`config.mk`:
```
export PLATFORM = sky130hd
export DESIGN_NAME = multicycle_controller
export DESIGN_NICKNAME = d
export VERILOG_FILES = /design/src/rtl/multicycle_controller.sv
export SDC_FILE = /design/constraint.sdc
export NUM_CORES = 1
export LEC_CHECK = 0
export BUFFER_PORTS_ARGS = -buffer_cell sky130_fd_sc_hd__buf_2
export CAP_MARGIN = 30
export CORE_MARGIN = 8
export CORE_UTILIZATION = 35
export DETAILED_ROUTE_END_ITERATION = 16
export HOLD_SLACK_MARGIN = 0.03
export MAX_ROUTING_LAYER = met4
export RECOVER_POWER = 25
export SYNTH_ARGS = -nofsm -noshare
export SYNTH_HDL_FRONTEND = slang
export SYNTH_SLANG_ARGS = --single-unit
```
`constraint.sdc`:
```
create_clock -name Clock -period 2.7 [get_ports Clock]
set_input_delay 0.27 -clock Clock [delete_from_list [all_inputs] [get_ports Clock]]
set_output_delay 0.27 -clock Clock [all_outputs]
set_load 0.005 [all_outputs]
```
`src/rtl/multicycle_controller.sv`:
```
// Multi-cycle control FSM (FETCH, DECODE, EXEC, MEM, WB) for the 32-bit MIPS-subset datapath.
// Later states decode only from the Op/Func copy captured in DECODE; all outputs are low while Reset is high.
module multicycle_controller #(
    parameter int CNT_W = 32
) (
    input  logic             Clock,
    input  logic             Reset,
    input  logic [5:0]       Op,
    input  logic [5:0]       Func,
    input  logic             Zero,
    output logic             IRWrite,
    output logic             PCWrite,
    output logic             PCSrc,
    output logic             RegDst,
    output logic             RegWrite,
    output logic             ALUSrc,
    output logic             RegA,
    output logic             RegB,
    output logic [3:0]       ALUOp,
    output logic             MemRead,
    output logic             MemWrite,
    output logic             MemtoReg,
    output logic             IllegalOp,
    output logic [2:0]       State,
    output logic [CNT_W-1:0] InstrCount
);

    typedef enum logic [2:0] {
        FETCH  = 3'd0,
        DECODE = 3'd1,
        EXEC   = 3'd2,
        MEM    = 3'd3,
        WB     = 3'd4
    } state_t;

    localparam logic [5:0] OP_RTYPE = 6'h00;
    localparam logic [5:0] OP_ADDI  = 6'h08;
    localparam logic [5:0] OP_LW    = 6'h23;
    localparam logic [5:0] OP_SW    = 6'h2B;
    localparam logic [5:0] OP_BEQ   = 6'h04;

    localparam logic [5:0] FN_ADD = 6'h20;
    localparam logic [5:0] FN_SUB = 6'h22;
    localparam logic [5:0] FN_AND = 6'h24;
    localparam logic [5:0] FN_OR  = 6'h25;
    localparam logic [5:0] FN_SLT = 6'h2A;
    localparam logic [5:0] FN_SLL = 6'h00;
    localparam logic [5:0] FN_SRL = 6'h02;

    localparam logic [3:0] ALU_ADD = 4'b0000;
    localparam logic [3:0] ALU_SUB = 4'b0001;
    localparam logic [3:0] ALU_AND = 4'b0010;
    localparam logic [3:0] ALU_OR  = 4'b0011;
    localparam logic [3:0] ALU_SLT = 4'b0100;
    localparam logic [3:0] ALU_SLL = 4'b1000;
    localparam logic [3:0] ALU_SRL = 4'b1001;

    function automatic logic is_legal(input logic [5:0] op, input logic [5:0] fn);
        logic ok;
        ok = 1'b0;
        case (op)
            OP_RTYPE: begin
                case (fn)
                    FN_ADD, FN_SUB, FN_AND, FN_OR, FN_SLT, FN_SLL, FN_SRL: ok = 1'b1;
                    default: ok = 1'b0;
                endcase
            end
            OP_ADDI, OP_LW, OP_SW, OP_BEQ: ok = 1'b1;
            default: ok = 1'b0;
        endcase
        return ok;
    endfunction

    function automatic logic [3:0] alu_decode(input logic [5:0] op, input logic [5:0] fn);
        logic [3:0] code;
        code = ALU_ADD;
        if (op == OP_RTYPE) begin
            case (fn)
                FN_SUB:  code = ALU_SUB;
                FN_AND:  code = ALU_AND;
                FN_OR:   code = ALU_OR;
                FN_SLT:  code = ALU_SLT;
                FN_SLL:  code = ALU_SLL;
                FN_SRL:  code = ALU_SRL;
                default: code = ALU_ADD;
            endcase
        end else if (op == OP_BEQ) begin
            code = ALU_SUB;
        end
        return code;
    endfunction

    state_t           state_q, state_d;
    logic [5:0]       op_q, op_d;
    logic [5:0]       func_q, func_d;
    logic [CNT_W-1:0] count_q, count_d;

    logic       ir_write, pc_write, pc_src, reg_dst, reg_write, alu_src;
    logic       reg_a, reg_b, mem_read, mem_write, mem_to_reg, illegal_op;
    logic       is_shift;
    logic [3:0] alu_op;

    always_comb begin
        state_d    = state_q;
        op_d       = op_q;
        func_d     = func_q;
        ir_write   = 1'b0;
        pc_write   = 1'b0;
        pc_src     = 1'b0;
        reg_dst    = 1'b0;
        reg_write  = 1'b0;
        alu_src    = 1'b0;
        reg_a      = 1'b0;
        reg_b      = 1'b0;
        alu_op     = ALU_ADD;
        mem_read   = 1'b0;
        mem_write  = 1'b0;
        mem_to_reg = 1'b0;
        illegal_op = 1'b0;
        is_shift   = (op_q == OP_RTYPE) && ((func_q == FN_SLL) || (func_q == FN_SRL));

        // ALU-facing selects stay put from EXEC to WB so the ALU result is stable for MEM and WB.
        if ((state_q == EXEC) || (state_q == MEM) || (state_q == WB)) begin
            alu_src = (op_q == OP_ADDI) || (op_q == OP_LW) || (op_q == OP_SW);
            reg_a   = is_shift;
            reg_b   = is_shift;
            alu_op  = alu_decode(op_q, func_q);
        end

        case (state_q)
            FETCH: begin
                ir_write = 1'b1;
                state_d  = DECODE;
            end
            DECODE: begin
                op_d   = Op;
                func_d = Func;
                if (is_legal(Op, Func)) begin
                    state_d = EXEC;
                end else begin
                    illegal_op = 1'b1;
                    pc_write   = 1'b1;
                    state_d    = FETCH;
                end
            end
            EXEC: begin
                case (op_q)
                    OP_RTYPE, OP_ADDI: state_d = WB;
                    OP_LW, OP_SW:      state_d = MEM;
                    OP_BEQ: begin
                        pc_write = 1'b1;
                        pc_src   = Zero;
                        state_d  = FETCH;
                    end
                    default:           state_d = FETCH;
                endcase
            end
            MEM: begin
                if (op_q == OP_LW) begin
                    mem_read = 1'b1;
                    state_d  = WB;
                end else begin
                    mem_write = 1'b1;
                    pc_write  = 1'b1;
                    state_d   = FETCH;
                end
            end
            WB: begin
                reg_write  = 1'b1;
                pc_write   = 1'b1;
                reg_dst    = (op_q == OP_RTYPE);
                mem_to_reg = (op_q == OP_LW);
                state_d    = FETCH;
            end
            default: state_d = FETCH;
        endcase

        count_d = pc_write ? count_q + CNT_W'(1) : count_q;
    end

    always_ff @(posedge Clock) begin
        if (Reset) begin
            state_q <= FETCH;
            op_q    <= '0;
            func_q  <= '0;
            count_q <= '0;
        end else begin
            state_q <= state_d;
            op_q    <= op_d;
            func_q  <= func_d;
            count_q <= count_d;
        end
    end

    assign IRWrite    = ir_write   & ~Reset;
    assign PCWrite    = pc_write   & ~Reset;
    assign PCSrc      = pc_src     & ~Reset;
    assign RegDst     = reg_dst    & ~Reset;
    assign RegWrite   = reg_write  & ~Reset;
    assign ALUSrc     = alu_src    & ~Reset;
    assign RegA       = reg_a      & ~Reset;
    assign RegB       = reg_b      & ~Reset;
    assign ALUOp      = Reset ? 4'b0000 : alu_op;
    assign MemRead    = mem_read   & ~Reset;
    assign MemWrite   = mem_write  & ~Reset;
    assign MemtoReg   = mem_to_reg & ~Reset;
    assign IllegalOp  = illegal_op & ~Reset;
    assign State      = Reset ? 3'd0 : state_q;
    assign InstrCount = Reset ? '0 : count_q;

endmodule

```
==> flow_summary_export.csv <==
group,metric,value,unit
logic_synthesis,ys_async_sr_fraction,0,
sta,finalSetupTns,0,ns
logic_synthesis,synth_area_leader_cell,"sky130_fd_sc_hd__dfxtp_1",
power_and_ir_drop,power_report.internal_total,0.929,mW
finish,layout.nets,419,
cts,number_of_buffers_on_the_longest_clock_path,2,
grt,grt_pass1_vias,2250,
critical_path,largest_fanout_of_any_net_on_the_critical_path,4,
power_and_ir_drop,power.share.clock,0.333,
logic_synthesis,synth.cell_area,0.00261,mm^2
logic_synthesis,synth.top_cells.by_count,"sky130_fd_sc_hd__dfxtp_1 (47), sky130_fd_sc_hd__nand2_1 (42), sky130_fd_sc_hd__nor2_1 (38), sky130_fd_sc_hd__a21oi_1 (32), sky130_fd_sc_hd__nor2b_1 (30)",
logic_synthesis,syn-instance-count,340,
cts,h_tree_depth,2,
sta,timing.clock.skew,0.00442,ns
cts,cts_hold_buf,0,
critical_path,timing.reg2reg.setup_slack,0.35,ns
detailed_routing,initialDrtViolationCount,150,
cts,cts_post_setup_buffers_inserted,0,
power_and_ir_drop,power.static_leakage,1.17,nW
detailed_routing,first_pass_detailed_route_iteration_total,4,
logic_synthesis,dominantRegCellSynth,"sky130_fd_sc_hd__dfxtp_1",
placement,hpwlAfterDp,4.95,mm
placement,io_buffers,65,
cts,post_cts_resize_count,0,
sta,drv_slew,0,
power_and_ir_drop,cellPowerDensity,409,mW/mm^2
cts,cts.clk_slew.worst_paths,0.09,ns
finish,drive_gt1_frac,0.208,
sta,grt_setup_unrepaired,"false",
critical_path,number_of_cell_instances_on_the_worst_register_to_register_path,6,
placement,placedCellCount,495,
worst_hold_path,min_path_type,"primary input to flip-flop",
worst_hold_path,min-delay-start,"Func[5]",
sta,number_of_setup_violations_in_the_final_report,0,
critical_path,timing.critical_path.from_type,"flip-flop",
placement,dpl_cell_area,0.00304,mm^2
finish,layout.cells.non_filler,503,
die,floorplan.die_area,0.0105,mm^2
finish,antennaDiodeCount,0,
cts,numClockSinks,47,
critical_path,critical_path.endpoint_type,"output pin",
power_and_ir_drop,highest_ir_drop_seen_on_vdd,252,uV
grt,grt_usage,0.130,
sta,worst_slew_margin_rel,0.653,
finish,synthToLayoutAreaGrowth,18.6,%
detailed_routing,detail-route-antenna-nets,0,
logic_synthesis,synth.avg_cell_area,7.68,um^2
cts,latest_clock_arrival_within_the_worst_skew_pair,0.30,ns
die,die_w,102,um
cts,cts_tree,"built",
run,cap_violations,0,
detailed_routing,drc,0,
critical_path,capture_instance_of_the_worst_register_to_register_path,"count_q[25]",
placement,gp_routability_congestion,0.818,
power_and_ir_drop,sw_power,0.337,mW
grt,grt_antenna_before_repair,0,
logic_synthesis,synth_warnings,0,
logic_synthesis,synth_top_cell_area_share,0.360,
cts,cts-root-buf,"sky130_fd_sc_hd__clkbuf_8",
logic_synthesis,synth_most_common_cell,"sky130_fd_sc_hd__dfxtp_1",
critical_path,cp_data_arrival_time,2.15,ns
sta,pin_slew_with_the_least_headroom_to_its_limit,0.520,ns
die,floorplan.die.height,102,um
logic_synthesis,synth.yosys.seq_area_share,0.360,
logic_synthesis,syn_nets,356,
finish,fillerInstances,773,
detailed_routing,drt-total-wl,6.62,mm
die,core_area,0.00725,mm^2
detailed_routing,route.detailed.vias_per_inst,5.08,
logic_synthesis,distinct_cells_synth,45,
cts,num_cts_buffers,5,
sta,finalWorstSetupSlack,0.275,ns
power_and_ir_drop,combinationalPowerShare,0.092,
detailed_routing,dr_total_vias,2554,
power_and_ir_drop,power.sequential.fraction,0.574,
grt,grt_pass1_wl,10.8,mm
logic_synthesis,synth_enable_flop_cells,0,
die,start_util,0.360,
critical_path,cp.required,2.43,ns
critical_path,worst_reg2reg_startpoint,"state_q[0]",
logic_synthesis,ys_ff_latch,47,
status,status,"completed",
die,io_pins,66,
logic_synthesis,ys_top_cells_by_area,"sky130_fd_sc_hd__dfxtp_1 (36%), sky130_fd_sc_hd__nor2b_1 (7.2%), sky130_fd_sc_hd__a21oi_1 (6.1%), sky130_fd_sc_hd__nand2_1 (6.0%), sky130_fd_sc_hd__nor2_1 (5.5%)",
sta,max_freq,412,MHz
grt,grt-ovfl-total,0,
finish,stdcell_area,0.00310,mm^2
worst_hold_path,hold_path_endpoint,"func_q[5]",
die,placement_rows,31,
placement,place_worst_setup_slack,0.196,ns
grt,grt_start_max_net_pins,57,
detailed_routing,detail_route.wl_per_cell,13.2,um
sta,timing.final.crit_share,0.898,
sta,final_period_minus_worst_setup_slack,2.42,ns
power_and_ir_drop,switching_share,0.266,
sta,timing.final.hold_violations,0,
critical_path,criticalPathCategory,"flip-flop to output pin",
worst_hold_path,holdPathStages,3,
## placed cells by master, fill, tap and decap left out, drive strengths merged, types with 8 or more instances in the layout
| master | n |
|---|---|
| dfxtp | 47 |
| o31ai | 11 |
| clkbuf | 18 |
| nand3 | 10 |
| buf | 62 |
| inv | 13 |
| o21ai | 12 |
| nand2 | 42 |
| nor2 | 39 |
| nor2b | 30 |
| a21oi | 32 |
| nor4 | 8 |
| mux2 | 8 |
| or3 | 10 |
| or4 | 16 |
## stage by stage
step / utilization / hold WS [ns] / power (mW)
global placement: 0.419 / 0.452 / 0.861
detailed placement: 0.419 / 0.467 / 0.863
floorplan: - / 0.406 / 0.819
CTS: 0.430 / 0.206 / 1.28
finish: 0.427 / 0.217 / 1.27
global route: 0.427 / 0.206 / 1.33
## worst max path at each step
stage | startpoint | cells after the start | to | slack, ns
3_3_place_gp | Func[4] | 8 | count_q[4] | 0.23
6_report | op_q[5] | 6 | RegA | 0.28
3_5_place_dp | Op[2] | 8 | count_q[4] | 0.20
5_1_grt | op_q[5] | 6 | RegA | 0.07
2_1_floorplan | count_q[4] | 7 | count_q[31] | 0.53
4_1_cts | op_q[5] | 6 | RegA | 0.24
## power by group through the flow
stage / sequential (mW) / combinational (mW) / clock, mW
after detailed placement: 0.743 / 0.120 / 0
final: 0.727 / 0.117 / 0.422
after floorplan: 0.735 / 0.0839 / 0
after CTS: 0.727 / 0.120 / 0.436
after global routing: 0.731 / 0.133 / 0.468
after global placement: 0.743 / 0.118 / 0
## layer usage
metal / global-route usage / wire length (um) / up-vias
li1: - / - / 1332
met1: 0.172 / 3210 / 1163
met2: 0.197 / 3020 / 55
met3: 0.0272 / 329 / 4
met4: 0.0305 / 52 / 0
met5: - / 0 / -
## worst max-delay path, cell delays in order, from the launching register on
cell and delay, ns:
sky130_fd_sc_hd__dfxtp_1 0.35, sky130_fd_sc_hd__nor4_1 0.44, sky130_fd_sc_hd__nand2_1 0.18, sky130_fd_sc_hd__or3_1 0.34
sky130_fd_sc_hd__nand2b_1 0.16, sky130_fd_sc_hd__nor3_1 0.22, sky130_fd_sc_hd__buf_2 0.17
## layout make-up
| type | instances | area [um^2] | share of cell area |
|---|---|---|---|
| multi-input cells | 261 | 1520 | 0.492 |
| flip-flops and latches | 47 | 941 | 0.304 |
| repair buffers | 75 | 378 | 0.122 |
| well taps | 99 | 124 | 0.0400 |
| clock buffers | 5 | 68.8 | 0.0222 |
| inverters | 13 | 48.8 | 0.0158 |
| clock inverters | 3 | 15.0 | 0.00485 |
## flip-flops by register name (all words and copies together) (netlist names)
register / cells
state_q: 3
op_q: 6
func_q: 6
count_q: 32
## cells by family after synthesis
logic type | share of synthesized area
muxes | 0.0422
buffers and inverters | 0.0565
DFF | 0.360
and+or+nand+nor | 0.357
xor gates and xnor gates | 0.0168
adders and majority gates | 0.00479
AOI/OAI and AO/OA | 0.162
No activity file was read; power rests on OpenSTA's default activity.
